<file path="src/rtl/ifu.sv">
// Instruction fetch unit: fetches one 32-bit word per PC over a
// request/grant/response handshake and holds it for the core until it
// is acknowledged. Misaligned PCs, bus errors and response timeouts
// park the unit in a sticky fault state that only reset clears.
module ifu #(
  parameter int          TIMEOUT = 255,
  parameter logic [31:0] NOP     = 32'h00000013
) (
  input  logic        clk,
  input  logic        rst,
  input  logic        fetch_en,
  input  logic [31:0] pc_in,
  output logic [31:0] inst,
  output logic        inst_valid,
  input  logic        inst_ack,
  output logic        imem_req,
  output logic [31:0] imem_addr,
  input  logic        imem_gnt,
  input  logic        imem_rvalid,
  input  logic [31:0] imem_rdata,
  input  logic        imem_err,
  output logic        fetch_err,
  output logic [31:0] fault_addr
);

  // Wide enough to hold TIMEOUT itself; the counter never exceeds it
  // because reaching TIMEOUT forces the exit from WAIT.
  localparam int            CW   = $clog2(TIMEOUT + 1);
  localparam logic [CW-1:0] TMAX = CW'(TIMEOUT);

  localparam logic [2:0] S_IDLE  = 3'd0;
  localparam logic [2:0] S_REQ   = 3'd1;
  localparam logic [2:0] S_WAIT  = 3'd2;
  localparam logic [2:0] S_VALID = 3'd3;
  localparam logic [2:0] S_ERR   = 3'd4;

  logic [2:0]    state_reg,  state_next;
  logic [31:0]   addr_reg,   addr_next;
  logic [CW-1:0] cnt_reg,    cnt_next;
  logic [31:0]   inst_reg,   inst_next;
  logic [31:0]   fault_reg,  fault_next;
  logic [CW-1:0] cnt_inc;
  logic          pc_aligned;

  assign pc_aligned = (pc_in[1:0] == 2'b00);
  assign cnt_inc    = cnt_reg + CW'(1);

  // Next-state and datapath capture decisions for the fetch FSM.
  always_comb begin
    state_next = state_reg;
    addr_next  = addr_reg;
    cnt_next   = cnt_reg;
    inst_next  = inst_reg;
    fault_next = fault_reg;
    case (state_reg)
      S_IDLE: begin
        if (fetch_en) state_next = S_REQ;
      end
      S_REQ: begin
        if (!pc_aligned) begin
          // A misaligned PC never reaches the bus.
          state_next = S_ERR;
          fault_next = pc_in;
        end else if (imem_gnt) begin
          state_next = S_WAIT;
          addr_next  = pc_in;
          cnt_next   = '0;
        end
      end
      S_WAIT: begin
        cnt_next = cnt_inc;
        // A response on the final timeout cycle still wins.
        if (imem_rvalid) begin
          if (imem_err) begin
            state_next = S_ERR;
            fault_next = addr_reg;
          end else begin
            state_next = S_VALID;
            inst_next  = imem_rdata;
          end
        end else if (cnt_inc == TMAX) begin
          state_next = S_ERR;
          fault_next = addr_reg;
        end
      end
      S_VALID: begin
        if (inst_ack) state_next = fetch_en ? S_REQ : S_IDLE;
      end
      S_ERR: begin
        state_next = S_ERR;
      end
      default: begin
        state_next = S_IDLE;
      end
    endcase
  end

  // State and capture registers; reset returns to IDLE immediately.
  always_ff @(posedge clk or negedge rst) begin
    if (!rst) begin
      state_reg <= S_IDLE;
      addr_reg  <= '0;
      cnt_reg   <= '0;
      inst_reg  <= NOP;
      fault_reg <= '0;
    end else begin
      state_reg <= state_next;
      addr_reg  <= addr_next;
      cnt_reg   <= cnt_next;
      inst_reg  <= inst_next;
      fault_reg <= fault_next;
    end
  end

  // Outputs decode from registered state only, so no memory-side input
  // ever reaches inst combinationally.
  assign imem_req   = (state_reg == S_REQ) && pc_aligned;
  assign imem_addr  = (state_reg == S_REQ) ? pc_in : 32'h0;
  assign inst_valid = (state_reg == S_VALID);
  assign inst       = inst_valid ? inst_reg : NOP;
  assign fetch_err  = (state_reg == S_ERR);
  assign fault_addr = fault_reg;

endmodule
</file>
<file path="config.mk">
export PLATFORM = sky130hd
export DESIGN_NAME = ifu
export DESIGN_NICKNAME = d
export VERILOG_FILES = /design/src/rtl/ifu.sv
export SDC_FILE = /design/constraint.sdc
export NUM_CORES = 1
export LEC_CHECK = 0
export ABC_CLOCK_PERIOD_IN_PS = 2100
export CAP_MARGIN = 10
export CORE_ASPECT_RATIO = 0.7
export CORE_MARGIN = 2
export CORE_UTILIZATION = 32
export CTS_BUF_LIST = sky130_fd_sc_hd__clkbuf_4 sky130_fd_sc_hd__clkbuf_8
export CTS_CLUSTER_DIAMETER = 150
export CTS_CLUSTER_SIZE = 16
export DETAILED_ROUTE_END_ITERATION = 16
export PLACE_DENSITY = 0.63
export SLEW_MARGIN = 20
export SYNTH_ARGS = -nofsm -noshare
export SYNTH_HDL_FRONTEND = slang
export SYNTH_SLANG_ARGS = --single-unit
</file>
<file path="constraint.sdc">
create_clock -name clk -period 2.1 [get_ports clk]
set_input_delay 0.525 -clock clk [delete_from_list [all_inputs] [get_ports clk]]
set_output_delay 0.525 -clock clk [all_outputs]
set_load 0.02 [all_outputs]
</file>
==> results of run 1 <==
metrics by stage:
stage	instance area (µm²)	power [mW]	TNS [ns]	setup slack, ns
after detailed placement	7840	9.07	-29.69	-0.471
after global routing	8630	11.9	-19.01	-0.254
after floorplan	5330	6.66	-4.14	-0.138
final	8630	11.2	-10.94	-0.174
after CTS	8120	10.5	-13.12	-0.191
after global placement	7840	8.91	-27.04	-0.438
synthesized netlist by cell type, types with 2 or more instances:
cell type,n
sky130_fd_sc_hd__mux2_4,30
sky130_fd_sc_hd__a21o_1,2
sky130_fd_sc_hd__dfstp_2,3
sky130_fd_sc_hd__dfrtp_1,104
sky130_fd_sc_hd__a31oi_1,2
sky130_fd_sc_hd__inv_1,5
sky130_fd_sc_hd__a21bo_2,2
sky130_fd_sc_hd__o211ai_1,3
sky130_fd_sc_hd__o41ai_1,4
sky130_fd_sc_hd__nand3b_1,3
sky130_fd_sc_hd__or3_1,3
sky130_fd_sc_hd__buf_2,9
sky130_fd_sc_hd__buf_6,3
sky130_fd_sc_hd__mux2_2,64
sky130_fd_sc_hd__and2_1,63
sky130_fd_sc_hd__nor2_1,8
sky130_fd_sc_hd__o21ai_0,11
sky130_fd_sc_hd__nand4_1,2
sky130_fd_sc_hd__nand2_1,104
sky130_fd_sc_hd__nand3_1,3
sky130_fd_sc_hd__nor3_1,2
sky130_fd_sc_hd__nor3b_1,2
sky130_fd_sc_hd__a21oi_1,4
sky130_fd_sc_hd__ha_1,2
sky130_fd_sc_hd__nand2b_1,5
sky130_fd_sc_hd__clkbuf_1,16
area by class of cell:
cell class	count	area, µm²
clock buffers	11	145
fillers	1448	7620
inverters	5	18.8
clock inverters	5	60.1
repair buffers	264	2760
well taps	225	282
multi-input cells	331	2680
flip-flops and latches	107	2690
path summary, 6_finish.rpt:
kind	from	end	slack (ns)	cells after the start
worst max-delay path	cnt_reg[0]$_DFFE_PN0P_	fault_addr[29]$_DFFE_PN0P_	-0.17	7
worst min-delay path	rst	inst_reg[21]$_DFFE_PN0P_	0.09	2
worst max register to register	cnt_reg[0]$_DFFE_PN0P_	fault_addr[29]$_DFFE_PN0P_	-0.17	7
worst min register to register	addr_reg[1]$_DFFE_PN0P_	addr_reg[1]$_DFFE_PN0P_	0.50	1
max in group asynchronous	rst	cnt_reg[1]$_DFFE_PN0P_	1.62	2
min in group clk	addr_reg[1]$_DFFE_PN0P_	addr_reg[1]$_DFFE_PN0P_	0.50	1
cell usage in the layout, fill, tap and decap left out, types with 3 or more instances in the layout:
cell | synthesis | final
sky130_fd_sc_hd__a21oi_1 | 4 | 4
sky130_fd_sc_hd__and2_1 | 63 | 9
sky130_fd_sc_hd__and2_4 | 0 | 54
sky130_fd_sc_hd__buf_12 | 0 | 12
sky130_fd_sc_hd__buf_4 | 1 | 69
sky130_fd_sc_hd__buf_6 | 3 | 75
sky130_fd_sc_hd__clkbuf_16 | 0 | 5
sky130_fd_sc_hd__clkbuf_8 | 0 | 10
sky130_fd_sc_hd__clkdlybuf4s50_1 | 0 | 101
sky130_fd_sc_hd__dfrtp_1 | 104 | 101
sky130_fd_sc_hd__dfrtp_2 | 0 | 3
sky130_fd_sc_hd__dfstp_2 | 3 | 3
sky130_fd_sc_hd__inv_1 | 5 | 4
sky130_fd_sc_hd__mux2_2 | 64 | 62
sky130_fd_sc_hd__mux2_4 | 30 | 32
sky130_fd_sc_hd__nand2_1 | 104 | 104
sky130_fd_sc_hd__nand2b_1 | 5 | 3
sky130_fd_sc_hd__nand3_1 | 3 | 3
sky130_fd_sc_hd__nand3b_1 | 3 | 3
sky130_fd_sc_hd__nor2_1 | 8 | 7
sky130_fd_sc_hd__nor3b_4 | 0 | 3
sky130_fd_sc_hd__o211ai_1 | 3 | 3
sky130_fd_sc_hd__o21ai_0 | 11 | 11
sky130_fd_sc_hd__o41ai_1 | 4 | 3
cell families (layout without fill, tap and decap cells):
logic type / count (synthesis) / in the layout / synth area share (%)
flip-flops: 107 / 107 / 50.6
adder cells (fa/ha/maj): 2 / 2 / 0.473
AO/OA/AOI/OAI: 35 / 35 / 4.75
XOR/XNOR: 1 / 1 / 0.165
AND/OR/NAND/NOR: 199 / 199 / 18.7
multiplexers: 94 / 94 / 22.1
buffers and inverters: 34 / 285 / 3.12
layer usage:
metal,up-vias,track usage (%),share of wire (%)
li1,2081,-,-
met3,10,3.81,5.2
met2,125,24.8,46
met5,-,0,0
met1,2129,21.1,48
met4,0,4.61,1.0
where the power goes:
part | internal, mW | switching, mW | total (mW)
Sequential | 3.03 | 0.598 | 3.63
Clock | 0.605 | 0.728 | 1.33
Combinational | 3.64 | 2.64 | 6.27
what timing repair did:
item | CTS | global route
cloned | 0 | 6
endpoints found under the setup margin | 99 | 131
setup buffers | 4 | 15
gates resized for setup | 284 | 192
pin swaps | 2 | 36
==> reports/results.md, run 1 <==
| Metric | This run | Unit |
|---|---|---|
| Die area | 17,600 | µm² |
| Fraction of the cycle the final worst path needs | 108 | % |
| Core Util, Final | 53.1 | % |
| Share of the synthesized area in the top cell type | 49.1 | % |
| Drt first pass iters | 6 | - |
| Violated checks | setup timing | - |
| Seq cells post-synth | 107 | - |
| CP required | 2.37 | ns |
| Initial antenna violation count | 0 | - |
| Power Dens Cells | 1300 | nW/µm² |
| Number of buffers added by the clock tree synthesis step | 9 | - |
| Final non-filler cell total | 948 | - |
| Largest net degree at the start of global routing | 70 | - |
| Main synth FF type | sky130_fd_sc_hd__dfrtp_1 | - |
| Proportion of synthesized chip area in sequential cells | 50.6 | % |
| Critical Path End Type | flip-flop | - |
| Yosys warnings | 0 | - |
| Shortest period the worst path allows | 2.27 | ns |
| Critical path's top delay family | compound AO/OA/AOI/OAI gates | - |
| CP Data Arrival Time | 2.54 | ns |
| Leakage dissipation | 4.02 | nW |
| Result of the run | finished, violations left | - |
| Worst max-slew margin expressed relative to the limit | 75.1 | % |
| Effective utilization at floorplan | 32.6 | % |
| Number of antenna-violating nets in the routed design | 0 | - |
| Maximum operating frequency | 0.440 | GHz |
| Setup repair after global routing missed its margin | yes | - |
| Die height | 112 | µm |
| Total length of routed wires | 15.0 | mm |
| Residual DRC | 0 | - |
| Count of unique library cells instantiated by Yosys | 39 | - |
| Inst Count DP | 907 | - |
| Number of placement rows | 39 | - |
| Worst hold margin | 0.0938 | ns |
| CTS tree | done | - |
| Clock tree skew after final layout | 0.0146 | ns |
| Global-route wire length before repair | 21.9 | mm |
| Number of enable flip-flop cells after synthesis | 0 | - |
| Library cell with the largest summed area after synthesis | sky130_fd_sc_hd__dfrtp_1 | - |
| Number of max-capacitance violations reported | 0 | - |
| Number of antenna diodes | 0 | - |
| CTS Sinks | 107 | - |
| Peak VDD IR | 0.650 | mV |
| Most used cell along the critical path | sky130_fd_sc_hd__buf_12 | - |
| Later-pin clock latency in the skew report | 0.39 | ns |
| Fraction of layout instances using a drive strength above 1 | 48.3 | % |
| Per-cell via count in the routed design | 4.58 | - |
| Die X-Extent | 158 | µm |
| Pins Over Slew Limit | 0 | - |
| Area of the mapped netlist | 5300 | µm² |
| Vias in the first global route | 4,212 | - |
| Bufs and invs on worst path | 2 | - |
| Total congestion overflow | 0 | - |
| Clock tree root buffer cell | sky130_fd_sc_hd__clkbuf_8 | - |
| CTS hold repair buffers | 0 | - |
| Routed vias | 4,345 | - |
| Instance count of the mapped netlist | 472 | - |
| Area growth from synthesis to layout | 63.0 | % |
| Average detailed-routed wire length per instance | 15.8 | µm |
| Category of the worst setup path launch point | flip-flop | - |
| Final #Nets | 791 | - |
| Count of final setup violators | 96 | - |
| Top-level port count | 170 | - |
| Fraction of registers with async set or reset after synthesis | 100 | % |
| Worst Setup Slack, final | -0.174 | ns |
| Clk buf depth | 2 | - |
| Cells along the critical path | ha_4 > nand3b_1 > a221o_1 > a211oi_4 > buf_12 > buf_12 > mux2_4 | - |
| Crit Path Class | reg2reg | - |
| H-tree Lvls | 3 | - |
| Port-buffer cells | 169 | - |
| Max stage delay cell, worst path | sky130_fd_sc_hd__dfrtp_2 | - |
| Slew at the pin closest to its max-slew limit | 0.373 | ns |
| Critical-path maximum fanout | 8 | - |
| Final weighted congestion in routability-driven placement | 0.823 | - |
| Max stage delay on crit path | 0.47 | ns |
| CTS clock-pin slew for the worst setup and hold paths | 0.11 | ns |
| Total core area | 16,200 | µm² |
| Tightest Hold Check Type | in2async | - |
| Placed wire-length estimate after detailed placement | 9.67 | mm |
| Nets in the synthesized netlist | 545 | - |
| First-iteration detailed-routing DRC count | 168 | - |
| Dominant cells by area after synthesis | sky130_fd_sc_hd__dfrtp_1, sky130_fd_sc_hd__mux2_2, sky130_fd_sc_hd__mux2_4 | - |
| Aggregate global-route resource usage | 15.6 | % |
| Mean instance size in the synthesized netlist | 11.2 | µm² |
| Total count of hold-check failures in the final report | 0 | - |
(Power assumes the default switching activity.)
==> inputs of run 2 (changes only) <==
- CTS_CLUSTER_SIZE: 16 -> 30
- SLEW_MARGIN: 20 -> 30
==> results of run 2 <==
Same layout as run 1: the final DEF is identical, and so are final timing and power.
==> inputs of run 3 (changes only) <==
- CTS_BUF_LIST: sky130_fd_sc_hd__clkbuf_4 sky130_fd_sc_hd__clkbuf_8 -> unset
==> run 3 against run 2 <==
The flow still finishes with violations (setup timing). Flip-flop and latch count stayed put. Core utilization is 0.53 points higher. Sequential power hardly changed.
==> reports/results.md, run 3 (synthesis results as in run 1) <==
| Metric | This run | Unit | Delta |
|---|---|---|---|
| Final weighted congestion in routability-driven placement | 0.823 | - | unchanged |
| Fraction of layout instances using a drive strength above 1 | 47.8 | % | -0.49 points |
| Inst Count DP | 907 | - | unchanged |
| Critical-path maximum fanout | 6 | - | -2 |
| First-iteration detailed-routing DRC count | 148 | - | -12% |
| CP Data Arrival Time | 1.73 | ns | -0.81 ns |
| Total congestion overflow | 0 | - | unchanged |
| Shortest period the worst path allows | 2.26 | ns | -0.0141 ns |
| Final non-filler cell total | 945 | - | -0.32% |
| Clock tree skew after final layout | 0.00730 | ns | -0.00730 ns |
| Maximum operating frequency | 0.442 | GHz | +0.62% |
| Average detailed-routed wire length per instance | 15.6 | µm | -1.4% |
| Vias in the first global route | 4,333 | - | +2.9% |
| Total core area | 16,200 | µm² | unchanged |
| Number of max-capacitance violations reported | 0 | - | unchanged |
| Global-route wire length before repair | 22.8 | mm | +4.4% |
| Met1 Routed Length | 6.83 | mm | -5.5% |
| Final #Nets | 788 | - | -0.38% |
| Number of antenna-violating nets in the routed design | 0 | - | unchanged |
| Sum of met3 wire segment lengths after detailed routing | 898 | µm | +16% |
| Routed vias | 4,313 | - | -0.74% |
| Setup repair after global routing missed its margin | yes | - |  |
| Reg-to-Reg End | fault_addr[29]$_DFFE_PN0P_ | - |  |
| Placed wire-length estimate after detailed placement | 9.67 | mm | unchanged |
| CTS hold repair buffers | 0 | - | unchanged |
| Drt first pass iters | 4 | - | -2 |
| Die height | 112 | µm | unchanged |
| Post-Route Setup TNS | -9.12 | ns | +1.81 ns |
| Clk buf depth | 2 | - | unchanged |
| Leakage dissipation | 4.05 | nW | +0.77% |
| Power Dens Cells | 1340 | nW/µm² | +3.0% |
| Top-level port count | 170 | - | unchanged |
| Reg2reg path depth | 7 | - | unchanged |
| Fraction of the cycle the final worst path needs | 108 | % | -0.67 points |
| Slew at the pin closest to its max-slew limit | 0.366 | ns | -0.00699 ns |
| Total length of routed wires | 14.7 | mm | -1.7% |
| Highest Signal Layer | met4 | - |  |
| Effective utilization at floorplan | 32.6 | % | unchanged |
| Category of the worst setup path launch point | flip-flop | - |  |
| CTS tree | done | - |  |
| Start of the worst register-to-register path | cnt_reg[2]$_DFFE_PN0P_ | - |  |
| Number of placement rows | 39 | - | unchanged |
| Area growth from synthesis to layout | 64.6 | % |  |
| Residual DRC | 0 | - | unchanged |
| Per-cell via count in the routed design | 4.56 | - | -0.42% |
| Largest net degree at the start of global routing | 70 | - | unchanged |
| Worst Setup Slack, final | -0.160 | ns | +0.0141 ns |
| Peak VDD IR | 0.643 | mV | -1.0% |
| Met2 routed wirelength | 6.88 | mm | +0.81% |
| Critical Path End Type | output pin | - |  |
| Die area | 17,600 | µm² | unchanged |
| Clock tree root buffer cell | sky130_fd_sc_hd__clkbuf_16 | - |  |
| Count of final setup violators | 96 | - | unchanged |
| Result of the run | finished, violations left | - |  |
| R2R setup slack | -0.15 | ns | +0.02 ns |
| Violated checks | setup timing | - |  |
| Total count of hold-check failures in the final report | 0 | - | unchanged |
| CP required | 1.57 | ns | -0.80 ns |
| CTS Sinks | 107 | - | unchanged |
| Initial antenna violation count | 0 | - | unchanged |
| Aggregate global-route resource usage | 16.4 | % | +0.79 points |
| Most frequent standard cell in the layout excluding fill and tap cells | sky130_fd_sc_hd__nand2_1 | - |  |
| Crit Path Class | reg2out | - |  |
| Number of antenna diodes | 0 | - | unchanged |
| Tightest Hold Check Type | in2async | - |  |
| Later-pin clock latency in the skew report | 0.35 | ns | -0.04 ns |
| Top library cells by usage in the layout, fill and taps aside | sky130_fd_sc_hd__nand2_1, sky130_fd_sc_hd__dfrtp_1, sky130_fd_sc_hd__clkdlybuf4s50_1 | - |  |
| H-tree Lvls | 3 | - | unchanged |
| Worst max-slew margin expressed relative to the limit | 75.6 | % | +0.47 points |
| Port-buffer cells | 169 | - | unchanged |
| CTS clock-pin slew for the worst setup and hold paths | 0.07 | ns | -0.04 ns |
| Pins Over Slew Limit | 0 | - | unchanged |
| Number of buffers added by the clock tree synthesis step | 9 | - | unchanged |
| Die X-Extent | 158 | µm | unchanged |
-- run 3: cell count changes in the layout (fill, tap and decap cells not counted), sizes merged --
cell / previous run / this run
buf: 158 / 157
clkbuf: 16 / 14
-- run 3: through the flow --
stage / power (mW) / setup WS, ns / cell area (µm²) / hold WS, ns / utilization, %
after CTS: 11.4 / -0.179 / 8390 / 0.141 / 51.7
after detailed placement: 9.07 / -0.471 / 7840 / 0.472 / 48.2
after floorplan: 6.66 / -0.138 / 5330 / 0.229 / -
after global routing: 12.3 / -0.224 / 8720 / 0.150 / 53.6
after global placement: 8.91 / -0.438 / 7840 / 0.468 / 48.2
final: 11.7 / -0.160 / 8720 / 0.141 / 53.6
-- run 3: cell type report --
type	count	area [µm²]
flip-flops and latches	107	2690
fillers	1410	7530
clock buffers	11	243
well taps	225	282
multi-input cells	331	2680
inverters	5	18.8
clock inverters	5	60.1
repair buffers	261	2750
-- run 3: power breakdown --
part | switching [mW] | internal (mW) | leakage (nW)
Clock | 0.762 | 0.965 | 0.147
Sequential | 0.588 | 3.04 | 1.32
Combinational | 2.64 | 3.69 | 2.59
-- run 3: what timing repair did --
item,4_1_cts,5_1_grt
cloned,3,3
setup endpoints to repair,99,129
gates resized for setup,391,80
pin swaps,11,24
buffers inserted,9,8
endpoints found under the hold margin,0,0
-- run 3: worst max-delay path by stage --
stage | cells after the start | slack, ns | endpoint | from
2_1_floorplan | 6 | -0.14 | fault_addr[10]$_DFFE_PN0P_ | cnt_reg[1]$_DFFE_PN0P_
3_3_place_gp | 7 | -0.44 | fault_addr[29]$_DFFE_PN0P_ | pc_in[1]
3_5_place_dp | 7 | -0.47 | fault_addr[29]$_DFFE_PN0P_ | pc_in[1]
4_1_cts | 7 | -0.18 | fault_addr[29]$_DFFE_PN0P_ | cnt_reg[2]$_DFFE_PN0P_
5_1_grt | 6 | -0.22 | imem_addr[29] | state_reg[2]$_DFFE_PN0P_
6_report | 6 | -0.16 | imem_addr[28] | state_reg[2]$_DFFE_PN0P_
-- run 3: routing by layer --
layer	GRT usage (%)	up-vias
li1	-	2075
met4	4.06	0
met3	3.85	9
met2	26.5	130
met5	0	-
met1	22.2	2099
-- run 3: worst max-delay path, stage by stage (launching register included) --
cell,delay [ns]
sky130_fd_sc_hd__dfrtp_2,0.44
sky130_fd_sc_hd__nor3b_4,0.23
sky130_fd_sc_hd__buf_6,0.21
sky130_fd_sc_hd__buf_12,0.15
sky130_fd_sc_hd__buf_12,0.11
sky130_fd_sc_hd__and2_4,0.14
sky130_fd_sc_hd__buf_6,0.11
